File: config.mk
export PLATFORM = sky130hd
export DESIGN_NAME = serial_mem_bridge_flat
export DESIGN_NICKNAME = d
export VERILOG_FILES = /design/src/rtl/serial_mem_bridge_if.sv /design/src/rtl/serial_mem_bridge.sv /design/src/flat_wrapper.sv
export SDC_FILE = /design/constraint.sdc
export NUM_CORES = 1
export LEC_CHECK = 0
export CORE_UTILIZATION = 46
export CTS_BUF_LIST = sky130_fd_sc_hd__clkbuf_16
export DETAILED_ROUTE_END_ITERATION = 10
export PLACE_DENSITY = 0.78
export SYNTH_ARGS = -nofsm -noshare
export SYNTH_HDL_FRONTEND = slang
export SYNTH_SLANG_ARGS = --single-unit
File: constraint.sdc
create_clock -name clk -period 3.3 [get_ports clk]
set_input_delay 0.33 -clock clk [delete_from_list [all_inputs] [get_ports clk]]
set_output_delay 0.33 -clock clk [all_outputs]
set_load 0.05 [all_outputs]
File: src/rtl/serial_mem_bridge_if.sv
`default_nettype none
// ============================================================================
// Module   : serial_mem_bridge_if
// Purpose  : Bundles the pad-side byte streams (rx/tx), the status flags and
//            the req/ack word memory port of serial_mem_bridge.
// Modports : slave  - the bridge itself (consumes rx, produces tx and mem_*)
//            master - the environment (pads + memory fabric)
// Signals  : rx_data/rx_valid, tx_data/tx_valid/tx_ready, busy, overrun,
//            mem_req/mem_we/mem_addr/mem_wdata/mem_rdata/mem_ack
// Revision : 1.0  initial release
// ============================================================================
interface serial_mem_bridge_if;
    logic [7:0]  rx_data;
    logic        rx_valid;
    logic [7:0]  tx_data;
    logic        tx_valid;
    logic        tx_ready;
    logic        busy;
    logic        overrun;
    logic        mem_req;
    logic        mem_we;
    logic [31:0] mem_addr;
    logic [31:0] mem_wdata;
    logic [31:0] mem_rdata;
    logic        mem_ack;

    modport slave (
        input  rx_data, rx_valid, tx_ready, mem_rdata, mem_ack,
        output tx_data, tx_valid, busy, overrun,
               mem_req, mem_we, mem_addr, mem_wdata
    );

    modport master (
        output rx_data, rx_valid, tx_ready, mem_rdata, mem_ack,
        input  tx_data, tx_valid, busy, overrun,
               mem_req, mem_we, mem_addr, mem_wdata
    );
endinterface
`default_nettype wire

File: src/rtl/serial_mem_bridge.sv
`default_nettype none
// ============================================================================
// Module   : serial_mem_bridge
// Purpose  : Reassembles byte-serial access frames (CMD, 4 addr bytes, 4 wdata
//            bytes for writes, all LSB first) into one word access on a
//            req/ack memory port, then returns a status byte followed, for
//            reads, by 4 read-data bytes LSB first.
// Ports    : clk, rst (async, active high)
//            bus (serial_mem_bridge_if.slave): rx stream in, tx stream out
//            with ready handshake, busy/overrun flags, word memory port.
// Revision : 1.0  initial release
// ============================================================================
module serial_mem_bridge #(
    parameter int         TIMEOUT  = 255,
    parameter logic [7:0] OK_CODE  = 8'hA5,
    parameter logic [7:0] ERR_CODE = 8'hEE
) (
    input  logic                  clk,
    input  logic                  rst,
    serial_mem_bridge_if.slave    bus
);

    localparam int                    c_TMO_W    = $clog2(TIMEOUT + 1);
    // Last MEM cycle that may still see an ack; an ack here wins over expiry.
    localparam logic [c_TMO_W-1:0]    c_TMO_LAST = c_TMO_W'(TIMEOUT - 1);

    localparam logic [2:0] c_IDLE  = 3'd0;
    localparam logic [2:0] c_ADDR  = 3'd1;
    localparam logic [2:0] c_WDATA = 3'd2;
    localparam logic [2:0] c_MEM   = 3'd3;
    localparam logic [2:0] c_RESP  = 3'd4;

    logic [2:0]         state_q,       state_d;
    logic [1:0]         cnt_q,         cnt_d;
    logic [c_TMO_W-1:0] tmo_q,         tmo_d;
    logic [7:0]         tx_data_q,     tx_data_d;
    logic               tx_valid_q,    tx_valid_d;
    logic               overrun_q,     overrun_d;
    logic               mem_req_q,     mem_req_d;
    logic               mem_we_q,      mem_we_d;
    logic [31:0]        mem_addr_q,    mem_addr_d;
    logic [31:0]        mem_wdata_q,   mem_wdata_d;
    logic [31:0]        rdata_q,       rdata_d;
    logic               stat_sent_q,   stat_sent_d;   // status byte already handed over

    logic [1:0]         w_next_idx;
    assign w_next_idx = cnt_q + 2'd1;

    always_comb begin
        state_d     = state_q;
        cnt_d       = cnt_q;
        tmo_d       = tmo_q;
        tx_data_d   = tx_data_q;
        tx_valid_d  = tx_valid_q;
        overrun_d   = overrun_q;
        mem_req_d   = mem_req_q;
        mem_we_d    = mem_we_q;
        mem_addr_d  = mem_addr_q;
        mem_wdata_d = mem_wdata_q;
        rdata_d     = rdata_q;
        stat_sent_d = stat_sent_q;

        case (state_q)
            c_IDLE: begin
                if (bus.rx_valid) begin
                    mem_we_d = bus.rx_data[0];
                    cnt_d    = 2'd0;
                    state_d  = c_ADDR;
                end
            end

            c_ADDR: begin
                if (bus.rx_valid) begin
                    mem_addr_d[{cnt_q, 3'b000} +: 8] = bus.rx_data;
                    cnt_d = w_next_idx;
                    if (cnt_q == 2'd3) begin
                        if (mem_we_q) begin
                            state_d = c_WDATA;
                        end else begin
                            state_d   = c_MEM;
                            mem_req_d = 1'b1;
                            tmo_d     = '0;
                        end
                    end
                end
            end

            c_WDATA: begin
                if (bus.rx_valid) begin
                    mem_wdata_d[{cnt_q, 3'b000} +: 8] = bus.rx_data;
                    cnt_d = w_next_idx;
                    if (cnt_q == 2'd3) begin
                        state_d   = c_MEM;
                        mem_req_d = 1'b1;
                        tmo_d     = '0;
                    end
                end
            end

            c_MEM: begin
                if (bus.rx_valid) begin
                    overrun_d = 1'b1;
                end
                if (bus.mem_ack || (tmo_q == c_TMO_LAST)) begin
                    mem_req_d   = 1'b0;
                    tmo_d       = '0;
                    tx_valid_d  = 1'b1;
                    stat_sent_d = 1'b0;
                    state_d     = c_RESP;
                    if (bus.mem_ack) begin
                        tx_data_d = OK_CODE;
                        if (!mem_we_q) begin
                            rdata_d = bus.mem_rdata;
                        end
                    end else begin
                        tx_data_d = ERR_CODE;
                        rdata_d   = 32'd0;
                    end
                end else begin
                    tmo_d = tmo_q + c_TMO_W'(1);
                end
            end

            c_RESP: begin
                if (bus.rx_valid) begin
                    overrun_d = 1'b1;
                end
                if (tx_valid_q && bus.tx_ready) begin
                    if (!stat_sent_q && !mem_we_q) begin
                        stat_sent_d = 1'b1;
                        cnt_d       = 2'd0;
                        tx_data_d   = rdata_q[7:0];
                    end else if (stat_sent_q && (cnt_q != 2'd3)) begin
                        cnt_d     = w_next_idx;
                        tx_data_d = rdata_q[{w_next_idx, 3'b000} +: 8];
                    end else begin
                        tx_valid_d = 1'b0;
                        state_d    = c_IDLE;
                    end
                end
            end

            default: begin
                state_d = c_IDLE;
            end
        endcase
    end

    always_ff @(posedge clk or posedge rst) begin
        if (rst) begin
            state_q     <= c_IDLE;
            cnt_q       <= 2'd0;
            tmo_q       <= '0;
            tx_data_q   <= 8'd0;
            tx_valid_q  <= 1'b0;
            overrun_q   <= 1'b0;
            mem_req_q   <= 1'b0;
            mem_we_q    <= 1'b0;
            mem_addr_q  <= 32'd0;
            mem_wdata_q <= 32'd0;
            rdata_q     <= 32'd0;
            stat_sent_q <= 1'b0;
        end else begin
            state_q     <= state_d;
            cnt_q       <= cnt_d;
            tmo_q       <= tmo_d;
            tx_data_q   <= tx_data_d;
            tx_valid_q  <= tx_valid_d;
            overrun_q   <= overrun_d;
            mem_req_q   <= mem_req_d;
            mem_we_q    <= mem_we_d;
            mem_addr_q  <= mem_addr_d;
            mem_wdata_q <= mem_wdata_d;
            rdata_q     <= rdata_d;
            stat_sent_q <= stat_sent_d;
        end
    end

    assign bus.tx_data   = tx_data_q;
    assign bus.tx_valid  = tx_valid_q;
    assign bus.busy      = (state_q != c_IDLE);
    assign bus.overrun   = overrun_q;
    assign bus.mem_req   = mem_req_q;
    assign bus.mem_we    = mem_we_q;
    assign bus.mem_addr  = mem_addr_q;
    assign bus.mem_wdata = mem_wdata_q;

endmodule
`default_nettype wire
File: src/flat_wrapper.sv
// flat-port wrapper written by rule: the top's interface ports become plain ports
module serial_mem_bridge_flat 
#(
    parameter int         TIMEOUT  = 255,
    parameter logic [7:0] OK_CODE  = 8'hA5,
    parameter logic [7:0] ERR_CODE = 8'hEE
)
  (clk, rst, bus_rx_data, bus_rx_valid, bus_tx_ready, bus_mem_rdata, bus_mem_ack, bus_tx_data, bus_tx_valid, bus_busy, bus_overrun, bus_mem_req, bus_mem_we, bus_mem_addr, bus_mem_wdata);
  serial_mem_bridge_if bus_i ();
  input  logic clk;
  input  logic rst;
  input wire logic [$bits(bus_i.rx_data)-1:0] bus_rx_data;
  input wire logic [$bits(bus_i.rx_valid)-1:0] bus_rx_valid;
  input wire logic [$bits(bus_i.tx_ready)-1:0] bus_tx_ready;
  input wire logic [$bits(bus_i.mem_rdata)-1:0] bus_mem_rdata;
  input wire logic [$bits(bus_i.mem_ack)-1:0] bus_mem_ack;
  output wire logic [$bits(bus_i.tx_data)-1:0] bus_tx_data;
  output wire logic [$bits(bus_i.tx_valid)-1:0] bus_tx_valid;
  output wire logic [$bits(bus_i.busy)-1:0] bus_busy;
  output wire logic [$bits(bus_i.overrun)-1:0] bus_overrun;
  output wire logic [$bits(bus_i.mem_req)-1:0] bus_mem_req;
  output wire logic [$bits(bus_i.mem_we)-1:0] bus_mem_we;
  output wire logic [$bits(bus_i.mem_addr)-1:0] bus_mem_addr;
  output wire logic [$bits(bus_i.mem_wdata)-1:0] bus_mem_wdata;
  assign bus_i.rx_data = bus_rx_data;
  assign bus_i.rx_valid = bus_rx_valid;
  assign bus_i.tx_ready = bus_tx_ready;
  assign bus_i.mem_rdata = bus_mem_rdata;
  assign bus_i.mem_ack = bus_mem_ack;
  assign bus_tx_data = bus_i.tx_data;
  assign bus_tx_valid = bus_i.tx_valid;
  assign bus_busy = bus_i.busy;
  assign bus_overrun = bus_i.overrun;
  assign bus_mem_req = bus_i.mem_req;
  assign bus_mem_we = bus_i.mem_we;
  assign bus_mem_addr = bus_i.mem_addr;
  assign bus_mem_wdata = bus_i.mem_wdata;
  serial_mem_bridge #(.TIMEOUT(TIMEOUT), .OK_CODE(OK_CODE), .ERR_CODE(ERR_CODE)) u_core (.clk(clk), .rst(rst), .bus(bus_i));
endmodule
# [Word level (Yosys, flattened, before mapping)]
# Index checks and enable logic that the tools add are counted.
[word_totals] output_inout_bits=77 register_bits=122 input_bits=45 word_cells=113
[op_classes] n_addsub=3 n_eq_ne=21 reduce_logical=25 shifts=3 n_mux=49
[op_table] op="$mux 8" n=10
[op_table] op="$bwmux 32" n=2
[op_table] op="$mux 32" n=2
[op_table] op="$shift 8x7->32 const A" n=1
[op_table] op="$shiftx 32x6->8" n=1
[op_table] op="$shiftx 8x7->32" n=1
[op_table] op="$mux 3" n=9
[op_table] op="$pmux 8 s3" n=1
[op_table] op="$ne 2x2->1 const B" n=8
[op_table] op="$pmux 8 s2" n=1
[op_table] op="$pmux 3 s5" n=1
[op_table] op="$mux 1" n=13
[op_table] op="$ne 2x1->1 const B" n=6
[op_table] op="$mux 2" n=5
[op_table] op="$reduce_and 5->1" n=2
[op_table] op="$reduce_and 9->1" n=1
[op_table] op="$reduce_bool 3->1" n=3
[op_table] op="$add 8x1->8 const B" n=1
[op_table] op="$eq 8x8->1 const B" n=1
[op_table] op="$reduce_and 2->1" n=4
[op_table] op="$reduce_and 4->1" n=2
[op_table] op="$mux 7" n=1
[op_table] op="$neg 5->7" n=1
[op_table] op="$reduce_and 7->1" n=1
[op_table] op="17 further kinds" n=23

# [Longest topological paths before layout]
# Gate-level depths: netlist of the first run.
[logic_depth] word_depth=6 depth_mapped=8 mapped_depth_nobuf=6

# [Worst setup path before layout of the first run]
# Ideal clock, no wire load.
[synth_timing] kind="register to register" startpoint="register u_core.cnt_q[0]" endpoint="register u_core.tx_data_q[2] (netlist: u_core.bus.tx_data[2])" t_required_ps=3175 path_buffers=2 setup_ps=125 path_slack_ps=1033 arrival_time_ps=2142 path_stages_with_launch=9 synth_period_minus_slack_ps=2267 cell_sequence="dfrtp_1 -> buf_4 -> inv_1 -> ha_1 -> buf_1 -> mux4_2 -> nand2_1 -> o211ai_1 -> mux2_2"
[synth_between] elab_chain_cells=6 word_cells_on_any_way=10 cone_classes="add/sub (1); eq/ne (2); shift (1); mux (4); reduce/logical (2)"
[synth_rtl] element="start: declaration" line="serial_mem_bridge.sv:34" rtl="logic [1:0] cnt_q, cnt_d;"
[synth_rtl] element="start signal: assignment" line="serial_mem_bridge.sv:165" rtl="cnt_q <= cnt_d;"
[synth_rtl] element="$add 2x1->2" line="serial_mem_bridge.sv:47" rtl="assign w_next_idx = cnt_q + 2'd1;"
[synth_rtl] element="$shiftx 32x6->8" line="serial_mem_bridge.sv:135" rtl="tx_data_d = rdata_q[{w_next_idx, 3'b000} +: 8];"
[synth_rtl] element="$mux 8" line="serial_mem_bridge.sv:133" rtl="end else if (stat_sent_q && (cnt_q != 2'd3)) begin"
[synth_rtl] element="$mux 8" line="serial_mem_bridge.sv:129" rtl="if (!stat_sent_q && !mem_we_q) begin"
[synth_rtl] element="$mux 8" line="serial_mem_bridge.sv:128" rtl="if (tx_valid_q && bus.tx_ready) begin"
[synth_rtl] element="$pmux 8 s2" line="serial_mem_bridge.sv:63" rtl="case (state_q)"
[synth_rtl] element="end signal: assignment" line="serial_mem_bridge.sv:167" rtl="tx_data_q <= tx_data_d;"
[synth_rtl] element="end: declaration" line="serial_mem_bridge.sv:36" rtl="logic [7:0] tx_data_q, tx_data_d;"
# Several ways; a longest one is shown, not always the timed one. The select of a mux whose other input is x is not followed.
# A chain may end at the register's enable or synchronous reset.

# [Worst setup path after layout of the first run]
[layout_timing] startpoint="register u_core.state_q[1]" endpoint="output bus_busy"
[layout_between] elab_chain_cells=1
[layout_rtl] element="start: declaration" line="serial_mem_bridge.sv:33" rtl="logic [2:0] state_q, state_d;"
[layout_rtl] element="start signal: assignment" line="serial_mem_bridge.sv:151" rtl="state_q <= c_IDLE;"
[layout_rtl] element="start signal: assignment" line="serial_mem_bridge.sv:164" rtl="state_q <= state_d;"
[layout_rtl] element="$reduce_bool 3->1" line="serial_mem_bridge.sv:181" rtl="assign bus.busy = (state_q != c_IDLE);"
[layout_rtl] element="end: declaration" line="flat_wrapper.sv:19" rtl="output wire logic [$bits(bus_i.busy)-1:0] bus_busy;"
# No other way between the ends.

==> impl_metrics.env, run 1 <==
export IMPL_synth_nets=529
export IMPL_nets=656
export IMPL_fin_skew_ns=0.00734
export IMPL_synth_cell_types=49
export IMPL_antenna_found_initial=1
export IMPL_grtUsageTotal=0.219
export IMPL_cts_tree="yes"
export IMPL_critPathLaunch="u_core.state_q[1]"
export IMPL_die_area_um2=13000
export IMPL_grt_util_met2=0.354
export IMPL_worstMarginPinSlew_ns=0.904
export IMPL_vias=4051
export IMPL_synth_seq_cells=122
export IMPL_rows=40
export IMPL_drv_cap=0
export IMPL_total_power_uw=7490
export IMPL_utilization=0.634
export IMPL_ios=122
export IMPL_path_max_fanout=16
export IMPL_synth_edf_count=0
export IMPL_yosysSeqAreaShare=0.531
export IMPL_drt_total_wl_mm=13.3
export IMPL_p_leak_uw=0.00377
export IMPL_htree_levels=4
export IMPL_ys_warnings_count=0
export IMPL_period_share=0.736
export IMPL_avgSynthCellArea_um2=12.0
export IMPL_drv_slew=0
export IMPL_final_setup_viol_count=0
export IMPL_use_met3=0.0515
export IMPL_initial_core_util=0.475
export IMPL_path_cells="or3_1 > clkdlybuf4s50_1"
export IMPL_worstPathArrival_ns=2.10
export IMPL_hold_path_class="input port to asynchronous set/reset pin"
export IMPL_slew_headroom=0.396
export IMPL_area_growth_pct=33.4
export IMPL_max_freq_mhz=411
export IMPL_synth_flop_cell="dfrtp_1"
export IMPL_hold_viol=0
export IMPL_gp_congestion=0.794
export IMPL_clock_sinks=122
export IMPL_r2r_start="u_core.cnt_q[1]"
export IMPL_slowest_delay_ns=0.71
export IMPL_dpl_cell_count=754
export IMPL_grt_pass1_vias=4197
export IMPL_netlist_top_cells_area="dfrtp_1 (53%), mux2_2 (13%), mux2i_1 (5.9%)"
export IMPL_critPathRequiredTime_ns=2.97
export IMPL_path_delay_family="buffers and inverters"
export IMPL_grt_overflow_total=0
export IMPL_post_cts_setup_buffers=0
export IMPL_core_um2=12100
export IMPL_power_density_nw_per_um2=976
export IMPL_use_met1=0.283
export IMPL_cts_root_buffer="clkbuf_16"
export IMPL_end_kind="output port"
export IMPL_finalSetupTns_ns=0
export IMPL_numPortBuffers=121
export IMPL_path_class="flip-flop to output port"
export IMPL_syn_area_um2=5750
export IMPL_netlist_top_cell_by_area="dfrtp_1"
export IMPL_ys_top_cells_by_count="dfrtp_1 (122), mux2_2 (66), nand2_1 (52)"
export IMPL_synthCells=478
export IMPL_diodes=0
export IMPL_clk_path_buf_depth=2
export IMPL_via_per_inst=5.16
export IMPL_cts_resized_gates=0
export IMPL_drt_iter0_markers=194
export IMPL_cts_reportedPaths_clkPinSlew_ns=0.05
export IMPL_critPathSlowestCell="clkdlybuf4s50_1"
export IMPL_drive_above_1_share=0.182
export IMPL_yosysMostFrequentCell="dfrtp_1"
export IMPL_grt_busiest_layer="met2"
export IMPL_startpoint_type="flip-flop"
export IMPL_wl_per_cell_um=16.9
export IMPL_grt_pass1_wl_mm=21.7
export IMPL_drtAntennaViolNets=0
export IMPL_min_period_ns=2.43
export IMPL_path_buf_inv=1
export IMPL_dp_hpwl_mm=9.43
export IMPL_route_detailed_drc=0
export IMPL_ir_drop_uv=511
export IMPL_synth_async_sr_flop_share=1.00
export IMPL_fin_cells=785
export IMPL_die_height_um=114
export IMPL_status="finished clean"
export IMPL_cts_hold_buf=0
export IMPL_firstDrtPassIters=4
export IMPL_dieWidth_um=114
export IMPL_cts_inserted_buffers=17
export IMPL_grt_max_degree=56
export IMPL_clk_latency_ns=0.42
export IMPL_synth_top_area_share=0.531
export IMPL_hold_worst_slack_ns=0.406
export IMPL_rsz0062_at_grt="false"
[placed cells by master, fill, tap and decap left out, types with 5 or more instances in the layout]
cell type          n
o21ai_0            9
dfrtp_1          122
o211ai_1           6
mux2_2            66
a21o_1             5
o2bb2ai_1          6
a21oi_1           10
clkdlybuf4s50_1  121
clkbuf_16         17
inv_1             39
mux4_2             6
nor2_1             5
mux2i_1           34
and2_1            32
nand2b_1           7
nand3_1            9
nand2_1           52
ha_1               6
mux2_1             5
clkinv_2           5
[power breakdown]
part | internal (µW) | total, µW | leakage (µW) | switching [µW]
logic | 1320 | 3340 | 0.00194 | 2020
registers | 2040 | 2430 | 0.00156 | 392
clock network | 1080 | 1710 | 0.000274 | 631
[state kept, by name, indices dropped and copies added, names as in the netlist]
register,count
u_core.bus.overrun,1
u_core.cnt_q,2
u_core.bus.mem_addr,32
u_core.bus.mem_we,1
u_core.bus.mem_wdata,32
u_core.bus.tx_data,8
u_core.state_q,3
u_core.rdata_q,32
u_core.bus.mem_req,1
u_core.bus.tx_valid,1
u_core.stat_sent_q,1
u_core.tmo_q,8
[worst paths after layout]
check                                      endpoint  slack [ns]  cells after the start
max                                        bus_busy        0.87                      2
min                        u_core.bus.mem_wdata[16]        0.41                      2
max reg2reg                u_core.bus.mem_wdata[12]        0.92                      5
min reg2reg                      u_core.bus.overrun        0.46                      1
max in group asynchronous   u_core.bus.mem_addr[11]        2.01                      3
min in group clk                 u_core.bus.overrun        0.46                      1
[cell families after synthesis]
family                   count (synthesis)  share of synthesized area
adder cells (fa/ha/maj)                  6                     0.0131
AND/OR/NAND/NOR                        128                      0.119
flip-flops                             122                      0.531
multiplexers                           112                      0.226
XOR/XNOR                                 2                    0.00305
AO/OA/AOI/OAI                           52                     0.0657
buffers and inverters                   56                     0.0422
[cell type report]
type / count / area [µm²]
inverter: 38 / 146
timing repair buffer: 126 / 1260
sequential: 122 / 3050
fill: 978 / 4440
clock buffer: 17 / 425
multi-input combinational: 300 / 2460
tap: 168 / 210
clock inverter: 14 / 115
[metal layers]
| layer | vias to the layer above | share of wire |
|---|---|---|
| met5 | - | 0.00075 |
| met4 | 2 | 0.022 |
| met3 | 23 | 0.040 |
| met2 | 81 | 0.49 |
| met1 | 2036 | 0.45 |
| li1 | 1909 | - |
[worst reg2reg max path, delay by kind of cell, from the launching register on]
kind	cells	cell delay [ns]
adder cells (fa/ha/maj)	1	0.65
buffers and inverters	1	0.10
flip-flops	1	0.37
multiplexers	1	0.15
AND/OR/NAND/NOR	2	1.06
[metrics by stage]
step	cell area (µm²)	setup slack [ns]
detailed placement	7130	0.913
global placement	7130	1.02
CTS	7670	0.860
global route	7670	0.765
finish	7670	0.870
floorplan	5750	1.03
Power figures use the tool's default switching activity.
==> run 2, diff against run 1 <==
--- a/config.mk
+++ b/config.mk
@@ -5,10 +5,10 @@
 export SDC_FILE = /design/constraint.sdc
 export NUM_CORES = 1
 export LEC_CHECK = 0
-export CORE_UTILIZATION = 46
+export CORE_UTILIZATION = 51
 export CTS_BUF_LIST = sky130_fd_sc_hd__clkbuf_16
 export DETAILED_ROUTE_END_ITERATION = 10
-export PLACE_DENSITY = 0.78
+export PLACE_DENSITY = 0.82
 export SYNTH_ARGS = -nofsm -noshare
 export SYNTH_HDL_FRONTEND = slang
 export SYNTH_SLANG_ARGS = --single-unit
==> constraint.sdc (replaced) <==
create_clock -name clk -period 2.4 [get_ports clk]
set_input_delay 0.24 -clock clk [delete_from_list [all_inputs] [get_ports clk]]
set_output_delay 0.24 -clock clk [all_outputs]
set_load 0.05 [all_outputs]
==> run 2 against run 1 <==
Against the previous run: die area down 9.6%; sequential power up 38%; hold slack worse by 0.34 ns; highest routed layer is now met4.
==> impl_metrics.env, run 2 (synthesis gave the netlist of run 1 again) <==
export IMPL_status="finished clean"
export IMPL_clk_latency_ns=0.41
export IMPL_critPathLaunch="u_core.cnt_q[1]"
export IMPL_drv_slew=0
export IMPL_path_max_fanout=9
export IMPL_cts_hold_buf=0
export IMPL_ir_drop_uv=764
export IMPL_p_leak_uw=0.00380
export IMPL_cts_tree="yes"
export IMPL_drtAntennaViolNets=0
export IMPL_r2r_start="u_core.cnt_q[1]"
export IMPL_final_cell_area_um2=7670
export IMPL_drv_cap=0
export IMPL_grt_max_degree=49
export IMPL_drive_above_1_share=0.192
export IMPL_area_growth_pct=33.4
export IMPL_via_per_inst=5.53
export IMPL_rows=38
export IMPL_cts_resized_gates=0
export IMPL_power_density_nw_per_um2=1350
export IMPL_critPathRequiredTime_ns=2.75
export IMPL_fin_skew_ns=0.00616
export IMPL_period_share=0.877
export IMPL_grtUsageTotal=0.249
export IMPL_cts_root_buffer="clkbuf_16"
export IMPL_fillCellCount=784
export IMPL_firstDrtPassIters=4
export IMPL_dpl_cell_count=730
export IMPL_finalSetupTns_ns=0
export IMPL_die_area_um2=11700
export IMPL_wl_per_cell_um=17.9
export IMPL_ios=122
export IMPL_post_cts_setup_buffers=0
export IMPL_fin_cells=759
export IMPL_drt_iter0_markers=215
export IMPL_slew_headroom=0.492
export IMPL_placed_area_um2=7130
export IMPL_gp_congestion=0.784
export IMPL_initial_core_util=0.526
export IMPL_grt_overflow_total=0
export IMPL_rsz0062_at_grt="false"
export IMPL_die_height_um=108
export IMPL_diodes=0
export IMPL_clk_path_buf_depth=2
export IMPL_dieWidth_um=108
export IMPL_path_class="flip-flop to flip-flop"
export IMPL_final_setup_viol_count=0
export IMPL_cts_reportedPaths_clkPinSlew_ns=0.05
export IMPL_antenna_found_initial=0
export IMPL_htree_levels=4
export IMPL_route_detailed_drc=0
export IMPL_cts_inserted_buffers=17
export IMPL_end_kind="flip-flop"
export IMPL_max_freq_mhz=475
export IMPL_utilization=0.701
export IMPL_clock_sinks=122
export IMPL_numPortBuffers=121
export IMPL_hold_path_class="input port to asynchronous set/reset pin"
export IMPL_drt_total_wl_mm=13.6
export IMPL_hold_viol=0
export IMPL_min_period_ns=2.10
export IMPL_grt_pass1_wl_mm=21.9
export IMPL_layout_common_cells="dfrtp_1 (122), clkdlybuf4s50_1 (120), mux2_2 (66)"
export IMPL_startpoint_type="flip-flop"
export IMPL_hold_worst_slack_ns=0.0705
export IMPL_final_common_cell="dfrtp_1"
export IMPL_grt_pass1_vias=4346
export IMPL_worstMarginPinSlew_ns=0.760
export IMPL_dp_hpwl_mm=9.41
export IMPL_vias=4197
export IMPL_nets=660
export IMPL_worstPathArrival_ns=2.46
export IMPL_core_um2=10900
run 2: cell count changes in the layout (fill, tap and decap cells not counted), moves of 2 or more:
cell,delta
clkinv_2,+2
inv_1,-2
clkinv_1,-2
buf_4,+4
run 2: layout make-up:
cell class,instances,area [µm²],area share
Sequential cell,122,3050,0.398
Multi-Input combinational cell,300,2470,0.322
Timing Repair Buffer,130,1290,0.169
Clock buffer,17,425,0.0555
Tap cell,140,175,0.0228
Inverter,38,146,0.0191
Clock inverter,12,110,0.0144
run 2: worst max-delay path, cell delays in order, from the launching register on:
cell,delay [ns]
dfrtp_1,0.39
inv_1,0.10
ha_1,0.47
nor3b_1,0.68
and2_1,0.25
mux2_2,0.16
run 2: worst paths after layout:
check	cells past startpoint	slack, ns	to
max	5	0.30	u_core.bus.mem_wdata[10]
min	2	0.07	u_core.state_q[0]
max reg2reg	5	0.30	u_core.bus.mem_wdata[10]
min reg2reg	1	0.47	u_core.bus.overrun
max in group asynchronous	3	1.55	u_core.bus.mem_wdata[20]
min in group clk	3	0.38	u_core.rdata_q[8]
run 2: routing by layer:
| layer | share of wire | vias to the layer above | wire length, µm | global-route usage |
|---|---|---|---|---|
| met5 | 0 | - | 0 | 0 |
| met4 | 0.030 | 0 | 405 | 0.112 |
| met3 | 0.037 | 35 | 502 | 0.0603 |
| met2 | 0.51 | 124 | 6940 | 0.406 |
| met1 | 0.42 | 2113 | 5740 | 0.315 |
| li1 | - | 1925 | - | - |
run 2: through the flow:
step | power [µW] | worst slack (ns)
after floorplan | 6500 | 0.133
after global placement | 7830 | 0.322
after detailed placement | 7990 | 0.190
after CTS | 10400 | 0.0567
after global routing | 10900 | 0.118
final | 10400 | 0.296
run 2: power by group:
group	switching, µW	total (µW)	internal, µW
Sequential	549	3360	2810
Clock	867	2350	1480
Combinational	2820	4660	1840
==> run 3, diff against run 2 <==
--- a/config.mk
+++ b/config.mk
@@ -5,6 +5,7 @@
 export SDC_FILE = /design/constraint.sdc
 export NUM_CORES = 1
 export LEC_CHECK = 0
+export CORE_MARGIN = 1
 export CORE_UTILIZATION = 51
 export CTS_BUF_LIST = sky130_fd_sc_hd__clkbuf_16
 export DETAILED_ROUTE_END_ITERATION = 10
==> results of run 3 <==
Final layout, timing and power as in run 2 (identical DEF).
